[src/rtl/data_mem_arbiter_if.sv]
// Bus bundle for the two-port data memory arbiter: client request/response
// signals for both ports plus the shared memory-side strobes and data.
interface data_mem_arbiter_if;
    localparam int unsigned DATA_W = 32;

    logic              req0;
    logic              req1;
    logic              we0;
    logic              we1;
    logic [DATA_W-1:0] addr0;
    logic [DATA_W-1:0] addr1;
    logic [DATA_W-1:0] wdata0;
    logic [DATA_W-1:0] wdata1;
    logic [DATA_W-1:0] rdata0;
    logic [DATA_W-1:0] rdata1;
    logic              ack0;
    logic              ack1;
    logic [DATA_W-1:0] mem_address;
    logic [DATA_W-1:0] mem_write_data;
    logic              mem_read;
    logic              mem_write;
    logic [DATA_W-1:0] mem_read_data;

    // Arbiter side.
    modport slave (
        input  req0, req1, we0, we1, addr0, addr1, wdata0, wdata1, mem_read_data,
        output rdata0, rdata1, ack0, ack1,
        output mem_address, mem_write_data, mem_read, mem_write
    );

    // Requesting clients.
    modport master (
        output req0, req1, we0, we1, addr0, addr1, wdata0, wdata1,
        input  rdata0, rdata1, ack0, ack1
    );

    // Memory model.
    modport mem (
        input  mem_address, mem_write_data, mem_read, mem_write,
        output mem_read_data
    );
endinterface

[src/rtl/data_mem_arbiter.sv]
// Two-port round-robin arbiter in front of a single-ported data memory.
// One-cycle grants, registered acks/read data and per-port completion counters.
module data_mem_arbiter #(
    parameter int unsigned CNT_W = 16
) (
    input  logic               clk,
    input  logic               rst,
    data_mem_arbiter_if.slave  bus,
    output logic [CNT_W-1:0]   o_cnt0,
    output logic [CNT_W-1:0]   o_cnt1,
    output logic               o_busy
);
    localparam int unsigned DATA_W = 32;

    localparam logic [1:0] S_IDLE   = 2'd0;
    localparam logic [1:0] S_GRANT0 = 2'd1;
    localparam logic [1:0] S_GRANT1 = 2'd2;

    logic [1:0]        r_state;
    logic [1:0]        w_next_state;
    logic              r_last_grant;
    logic              r_busy;
    logic              r_ack0;
    logic              r_ack1;
    logic [DATA_W-1:0] r_rdata0;
    logic [DATA_W-1:0] r_rdata1;
    logic [CNT_W-1:0]  r_cnt0;
    logic [CNT_W-1:0]  r_cnt1;

    logic [DATA_W-1:0] w_mem_address;
    logic [DATA_W-1:0] w_mem_write_data;
    logic              w_mem_read;
    logic              w_mem_write;

    // State register; last_grant follows every grant entry so ties alternate.
    always_ff @(posedge clk) begin
        if (rst) begin
            r_state      <= S_IDLE;
            r_last_grant <= 1'b1;
            r_busy       <= 1'b0;
        end else begin
            r_state <= w_next_state;
            r_busy  <= (w_next_state != S_IDLE);
            if (w_next_state == S_GRANT0) begin
                r_last_grant <= 1'b0;
            end else if (w_next_state == S_GRANT1) begin
                r_last_grant <= 1'b1;
            end
        end
    end

    // Next state and memory-side strobes for the granted port.
    always_comb begin
        w_next_state     = r_state;
        w_mem_address    = '0;
        w_mem_write_data = '0;
        w_mem_read       = 1'b0;
        w_mem_write      = 1'b0;
        case (r_state)
            S_IDLE: begin
                if (bus.req0 && bus.req1) begin
                    w_next_state = r_last_grant ? S_GRANT0 : S_GRANT1;
                end else if (bus.req0) begin
                    w_next_state = S_GRANT0;
                end else if (bus.req1) begin
                    w_next_state = S_GRANT1;
                end
            end
            S_GRANT0: begin
                w_next_state     = bus.req1 ? S_GRANT1 : S_IDLE;
                w_mem_address    = bus.addr0;
                w_mem_write_data = bus.wdata0;
                w_mem_write      = bus.we0;
                w_mem_read       = ~bus.we0;
            end
            S_GRANT1: begin
                w_next_state     = bus.req0 ? S_GRANT0 : S_IDLE;
                w_mem_address    = bus.addr1;
                w_mem_write_data = bus.wdata1;
                w_mem_write      = bus.we1;
                w_mem_read       = ~bus.we1;
            end
            default: begin
                w_next_state = S_IDLE;
            end
        endcase
    end

    // Completion side: ack pulse, read capture and counters at the end of a grant.
    always_ff @(posedge clk) begin
        if (rst) begin
            r_ack0   <= 1'b0;
            r_ack1   <= 1'b0;
            r_rdata0 <= '0;
            r_rdata1 <= '0;
            r_cnt0   <= '0;
            r_cnt1   <= '0;
        end else begin
            r_ack0 <= (r_state == S_GRANT0);
            r_ack1 <= (r_state == S_GRANT1);
            if (r_state == S_GRANT0) begin
                r_cnt0 <= r_cnt0 + CNT_W'(1);
                if (!bus.we0) begin
                    r_rdata0 <= bus.mem_read_data;
                end
            end
            if (r_state == S_GRANT1) begin
                r_cnt1 <= r_cnt1 + CNT_W'(1);
                if (!bus.we1) begin
                    r_rdata1 <= bus.mem_read_data;
                end
            end
        end
    end

    assign bus.mem_address    = w_mem_address;
    assign bus.mem_write_data = w_mem_write_data;
    assign bus.mem_read       = w_mem_read;
    assign bus.mem_write      = w_mem_write;
    assign bus.ack0           = r_ack0;
    assign bus.ack1           = r_ack1;
    assign bus.rdata0         = r_rdata0;
    assign bus.rdata1         = r_rdata1;
    assign o_cnt0             = r_cnt0;
    assign o_cnt1             = r_cnt1;
    assign o_busy             = r_busy;
endmodule

[src/flat_wrapper.sv]
// flat-port wrapper written by rule: the top's interface ports become plain ports
module data_mem_arbiter_flat 
#(
    parameter int unsigned CNT_W = 16
)
  (clk, rst, o_cnt0, o_cnt1, o_busy, bus_req0, bus_req1, bus_we0, bus_we1, bus_addr0, bus_addr1, bus_wdata0, bus_wdata1, bus_mem_read_data, bus_rdata0, bus_rdata1, bus_ack0, bus_ack1, bus_mem_address, bus_mem_write_data, bus_mem_read, bus_mem_write);
  data_mem_arbiter_if bus_i ();
  input  logic clk;
  input  logic rst;
  output logic [CNT_W-1:0] o_cnt0;
  output logic [CNT_W-1:0] o_cnt1;
  output logic o_busy;
  input wire logic [$bits(bus_i.req0)-1:0] bus_req0;
  input wire logic [$bits(bus_i.req1)-1:0] bus_req1;
  input wire logic [$bits(bus_i.we0)-1:0] bus_we0;
  input wire logic [$bits(bus_i.we1)-1:0] bus_we1;
  input wire logic [$bits(bus_i.addr0)-1:0] bus_addr0;
  input wire logic [$bits(bus_i.addr1)-1:0] bus_addr1;
  input wire logic [$bits(bus_i.wdata0)-1:0] bus_wdata0;
  input wire logic [$bits(bus_i.wdata1)-1:0] bus_wdata1;
  input wire logic [$bits(bus_i.mem_read_data)-1:0] bus_mem_read_data;
  output wire logic [$bits(bus_i.rdata0)-1:0] bus_rdata0;
  output wire logic [$bits(bus_i.rdata1)-1:0] bus_rdata1;
  output wire logic [$bits(bus_i.ack0)-1:0] bus_ack0;
  output wire logic [$bits(bus_i.ack1)-1:0] bus_ack1;
  output wire logic [$bits(bus_i.mem_address)-1:0] bus_mem_address;
  output wire logic [$bits(bus_i.mem_write_data)-1:0] bus_mem_write_data;
  output wire logic [$bits(bus_i.mem_read)-1:0] bus_mem_read;
  output wire logic [$bits(bus_i.mem_write)-1:0] bus_mem_write;
  assign bus_i.req0 = bus_req0;
  assign bus_i.req1 = bus_req1;
  assign bus_i.we0 = bus_we0;
  assign bus_i.we1 = bus_we1;
  assign bus_i.addr0 = bus_addr0;
  assign bus_i.addr1 = bus_addr1;
  assign bus_i.wdata0 = bus_wdata0;
  assign bus_i.wdata1 = bus_wdata1;
  assign bus_i.mem_read_data = bus_mem_read_data;
  assign bus_rdata0 = bus_i.rdata0;
  assign bus_rdata1 = bus_i.rdata1;
  assign bus_ack0 = bus_i.ack0;
  assign bus_ack1 = bus_i.ack1;
  assign bus_mem_address = bus_i.mem_address;
  assign bus_mem_write_data = bus_i.mem_write_data;
  assign bus_mem_read = bus_i.mem_read;
  assign bus_mem_write = bus_i.mem_write;
  data_mem_arbiter #(.CNT_W(CNT_W)) u_core (.clk(clk), .rst(rst), .bus(bus_i), .o_cnt0(o_cnt0), .o_cnt1(o_cnt1), .o_busy(o_busy));
endmodule
[config.mk]
export PLATFORM = sky130hd
export DESIGN_NAME = data_mem_arbiter_flat
export DESIGN_NICKNAME = d
export VERILOG_FILES = /design/src/rtl/data_mem_arbiter_if.sv /design/src/rtl/data_mem_arbiter.sv /design/src/flat_wrapper.sv
export SDC_FILE = /design/constraint.sdc
export NUM_CORES = 1
export LEC_CHECK = 0
export ABC_AREA = 0
export CAP_MARGIN = 20
export CELL_PAD_IN_SITES_DETAIL_PLACEMENT = 0
export CELL_PAD_IN_SITES_GLOBAL_PLACEMENT = 2
export CORE_AREA = 2 2 251 129
export DETAILED_ROUTE_END_ITERATION = 8
export DIE_AREA = 0 0 253 131
export PLACE_DENSITY = 0.81
export SLEW_MARGIN = 20
export SYNTH_ARGS = -nofsm -noshare
export SYNTH_HDL_FRONTEND = slang
export SYNTH_SLANG_ARGS = --single-unit
export TNS_END_PERCENT = 50
[constraint.sdc]
create_clock -name clk -period 1.9 [get_ports clk]
set_input_delay 0.57 -clock clk [delete_from_list [all_inputs] [get_ports clk]]
set_output_delay 0.57 -clock clk [all_outputs]
set_load 0.01 [all_outputs]
-- Word-level counts from Yosys, hierarchy flattened
Index checks and enable logic that the tools add are counted.
- reductions and logical operators: 6
- equality and inequality tests: 4
- bitwise gates (word level): 2
- add/sub/neg operators: 2
- multiplexer cells: 13
- operators by type and width (operator ; count):
    $pmux W32 S2 ; 2
    $add A16 B1 Y16 const B ; 2
    $mux W2 ; 5
    $pmux W2 S3 ; 1
    $eq A2 B1 Y1 const B ; 2
    $eq A2 B2 Y1 const B ; 2
    $pmux W1 S2 ; 2
    $reduce_and A2 Y1 ; 2
    $reduce_bool A2 Y1 ; 2
    $mux W1 ; 3
    $logic_not A2 Y1 ; 1
    $not A1 Y1 ; 2
    $logic_and A1 B1 Y1 ; 1
- register bits after elaboration: 102
- output and inout bits: 165
- input bits: 166

-- Logic depth before layout (Yosys ltp)
Gate-level depths: netlist (run 1).
- word-level depth: 7
- mapped depth: 12
- gate-level depth less buffers: 10

-- Worst setup path after synthesis (run 1)
OpenSTA, ideal clock, no wires.
- path kind: reg-to-output
- start: register u_core.r_state[0]
- end: output bus_mem_read
- cell stages (with the launch flop): 8
- arrival time: 1.462 ns
- required time: 1.330 ns
- slack: -0.132 ns
- cells stage by stage: dfxtp_1 > inv_1 > ha_1 > buf_4 > nand2b_1 > clkbuf_1 > clkbuf_1 > a21boi_0
- word-level cells in the longest chain between the ends: 2
- ends and longest elaborated chain (element ; line ; text):
    start: declaration ; data_mem_arbiter.sv:19 ; logic [1:0] r_state;
    start signal: assignment ; data_mem_arbiter.sv:42 ; r_state <= w_next_state;
    $eq A2 B2 Y1 or $eq A2 B1 Y1 (tied branches) ; data_mem_arbiter.sv:59 ; case (r_state)
    $pmux W1 S2 * ; data_mem_arbiter.sv:59 ;
    end: declaration ; flat_wrapper.sv:28 ; output wire logic [$bits(bus_i.mem_read)-1:0] bus_mem_read;
Every way passes the cells marked *; elsewhere a longest branch is shown, timed or not.

-- Final worst setup path (run 1)
Same ends and word-level chain as after synthesis.

==> results of run 1 <==
-- per-stage QoR --
step                setup WS, ps  power (W)  setup TNS [ps]  utilization  std cells
floorplan                  -1.20    0.00288           -47.9            -        624
global placement            -716    0.00388          -35670        0.296       1363
detailed placement          -678    0.00389          -37830        0.296       1363
CTS                         -448    0.00624          -25330        0.318       1392
global route                -495    0.00657          -29030        0.332       1397
finish                      -406    0.00626          -22810        0.332       1397
-- cell families (layout without fill, tap and decap cells) --
kind of cell / Yosys count / in the layout / share of synthesized area
adders and majority gates: 8 / 8 / 0.0205
DFF: 102 / 102 / 0.417
AOI/OAI and AO/OA: 148 / 148 / 0.186
buffers and inverters: 60 / 425 / 0.0499
xor gates and xnor gates: 24 / 24 / 0.0430
muxes: 2 / 2 / 0.00409
and+or+nand+nor: 280 / 280 / 0.279
-- report_power, final --
part,internal (W),switching [W],total [W]
registers,0.00220,0.0000444,0.00225
logic,0.00116,0.000823,0.00199
clock network,0.00108,0.000945,0.00203
-- registers in the layout, summed over array words and instances, names as in the netlist --
name,cells
u_core.bus.ack1,1
u_core.o_busy,1
u_core.o_cnt1,16
u_core.bus.ack0,1
u_core.r_last_grant,1
u_core.bus.rdata1,32
u_core.bus.rdata0,32
u_core.r_state,2
u_core.o_cnt0,16
-- critical path, stage by stage (launching register included) --
cell	delay [ps]
dfxtp_4	370
inv_6	70
ha_4	160
buf_12	180
buf_12	130
nand2b_4	60
a21boi_2	130
buf_6	140
buf_6	100
-- cell type report --
cell class / instances / area [um^2]
clock buffers: 10 / 239
flip-flops and latches: 102 / 2070
inverters: 8 / 37.5
well taps: 408 / 510
clock inverters: 6 / 76.3
fillers: 3269 / 20800
multi-input cells: 462 / 3290
repair buffers: 401 / 4090
-- per-layer routing --
| metal | track usage | part of all wire |
|---|---|---|
| met5 | 0 | 0 |
| met4 | 0.0285 | 0.0088 |
| met3 | 0.0475 | 0.061 |
| met2 | 0.224 | 0.44 |
| met1 | 0.206 | 0.49 |
-- worst min-delay path by stage --
stage,to,cells after the start,startpoint
4_1_cts,u_core.bus.rdata1[28],2,u_core.bus.rdata1[28]
2_1_floorplan,u_core.bus.rdata0[0],2,u_core.bus.rdata0[0]
3_5_place_dp,u_core.bus.rdata1[28],2,u_core.bus.rdata1[28]
3_3_place_gp,u_core.bus.rdata1[28],2,u_core.bus.rdata1[28]
5_1_grt,u_core.bus.rdata0[13],2,u_core.bus.rdata0[13]
6_report,u_core.bus.rdata1[28],2,u_core.bus.rdata1[28]
-- synthesized netlist by cell type --
library cell and count:
xnor2_1 11, nand4_2 2, xor2_1 13, nand4_1 9, and4_1 3, nand2_1 140
mux2i_1 2, dfxtp_1 102, nand3_1 5, o22ai_1 1, nor2_1 29, nor2b_1 69
a21boi_0 1, and2_1 1, nand3_4 2, ha_1 8, a22oi_1 66, o21ai_0 7
buf_6 1, a21oi_1 73, buf_4 1, nand2b_1 3, nor3_1 1, or3_1 7
clkbuf_1 39, nor4_1 6, inv_1 8, and3_1 2, buf_2 6, buf_1 5
nor3b_1 1
-- timing repair --
| action | in CTS | in global routing |
|---|---|---|
| buffers inserted | 9 | 2 |
| gates resized for setup | 415 | 80 |
| setup endpoints to repair | 108 | 134 |
| pin swaps | 17 | 17 |
| cloned | 4 | 6 |
==> impl_metrics.env, run 1 <==
export IMPL_status="finished with violations"
export IMPL_violations="negative setup slack"
export IMPL_core_um2=31100
export IMPL_end_kind="primary output"
export IMPL_drive_gt1_frac=0.320
export IMPL_area_delta_synth_final_pct=111
export IMPL_fin_ws_ps=-406
export IMPL_ir_drop_mv=0.503
export IMPL_grt_use_total=0.148
export IMPL_holdBufCountCts=0
export IMPL_die_w_um=253
export IMPL_dpl_hpwl_mm=18.2
export IMPL_synth_area_um2=4890
export IMPL_powerDensity_nw_per_um2=607
export IMPL_clock_fmax_mhz=434
export IMPL_synth_avg_cell_area_um2=7.84
export IMPL_numCtsBuffers=9
export IMPL_fin_crit_ps=2310
export IMPL_yosys_area_top_type="dfxtp_1"
export IMPL_worst_pin_slew_ps=528
export IMPL_synth_nets=798
export IMPL_hold_viol=0
export IMPL_synthTopCellsByArea="dfxtp_1, nand2_1, a22oi_1"
export IMPL_dpl_cell_area_um2=9200
export IMPL_antenna_cells=0
export IMPL_cts_htree_levels=3
export IMPL_path_clk_slew_ps=80
export IMPL_drt_iter0_drc=259
export IMPL_layout_common_cells="clkdlybuf4s50_1, nand2_1, dfxtp_1"
export IMPL_overflow=0
export IMPL_die_h_um=131
export IMPL_dr_pass1_iters=4
export IMPL_yosysSeqAreaShare=0.417
export IMPL_place_gp_congestion=0.880
export IMPL_hold_class="flop to flop"
export IMPL_grt_max_degree=55
export IMPL_final_common_cell="clkdlybuf4s50_1"
export IMPL_finalClockSkew_ps=9.38
export IMPL_antenna_found_initial=0
export IMPL_arrival_ps=1740
export IMPL_ys_ff_latch=102
export IMPL_wl_mm=25.2
export IMPL_fin_area_um2=10300
export IMPL_remaining_drc_errors=0
export IMPL_cp_startpoint="u_core.r_state[0]"
export IMPL_setup_viol=75
export IMPL_initial_utilization=0.157
export IMPL_rows=46
export IMPL_cts_tree="yes"
export IMPL_relSlewSlack=0.648
export IMPL_ff2ff_path_depth=10
export IMPL_vias=5754
export IMPL_cp_start_kind="flop"
export IMPL_finalCritPeriodShare=1.21
export IMPL_synth_cells=624
export IMPL_via_per_inst=4.12
export IMPL_drt_wirelength_per_cell_um=18.0
export IMPL_ff2ff_setup_slack_ps=-80
export IMPL_clock_sinks=102
export IMPL_rsz0062_at_grt="yes"
export IMPL_synth_distinct_cells=31
export IMPL_crit_fanout=8
export IMPL_yosysTopAreaCellShare=0.417
export IMPL_hold_worst_slack_ps=453
export IMPL_ctsLongestPathBuffers=2
export IMPL_max_cap_violations=0
export IMPL_ant_nets=0
export IMPL_die_area_um2=33100
export IMPL_power_leakage_nw=3.99
export IMPL_nets=1158
export IMPL_reg2reg_from="u_core.r_state[1]"
export IMPL_yosysWarningCount=0
export IMPL_r2r_end="u_core.o_cnt0[15]"
export IMPL_critPathKind="flop to primary output"
export IMPL_cp_endpoint="bus_mem_read"
export IMPL_grt_pass1_wl_mm=36.3
export IMPL_clk_latency_ps=370
export IMPL_top_level_ports=331
export IMPL_grt_pass1_vias=5763
export IMPL_critical_path_required_ps=1330
export IMPL_slew_viol_final=0
export IMPL_cts_root_buf="clkbuf_16"
export IMPL_numPortBuffers=330
Note: power is estimated with default switching activity, not from simulation.
==> inputs of run 2 (changes only) <==
Settings changed: SLEW_MARGIN 20 to 10.
==> results of run 2 <==
The final DEF is identical to that of run 1; final timing and power are the same.
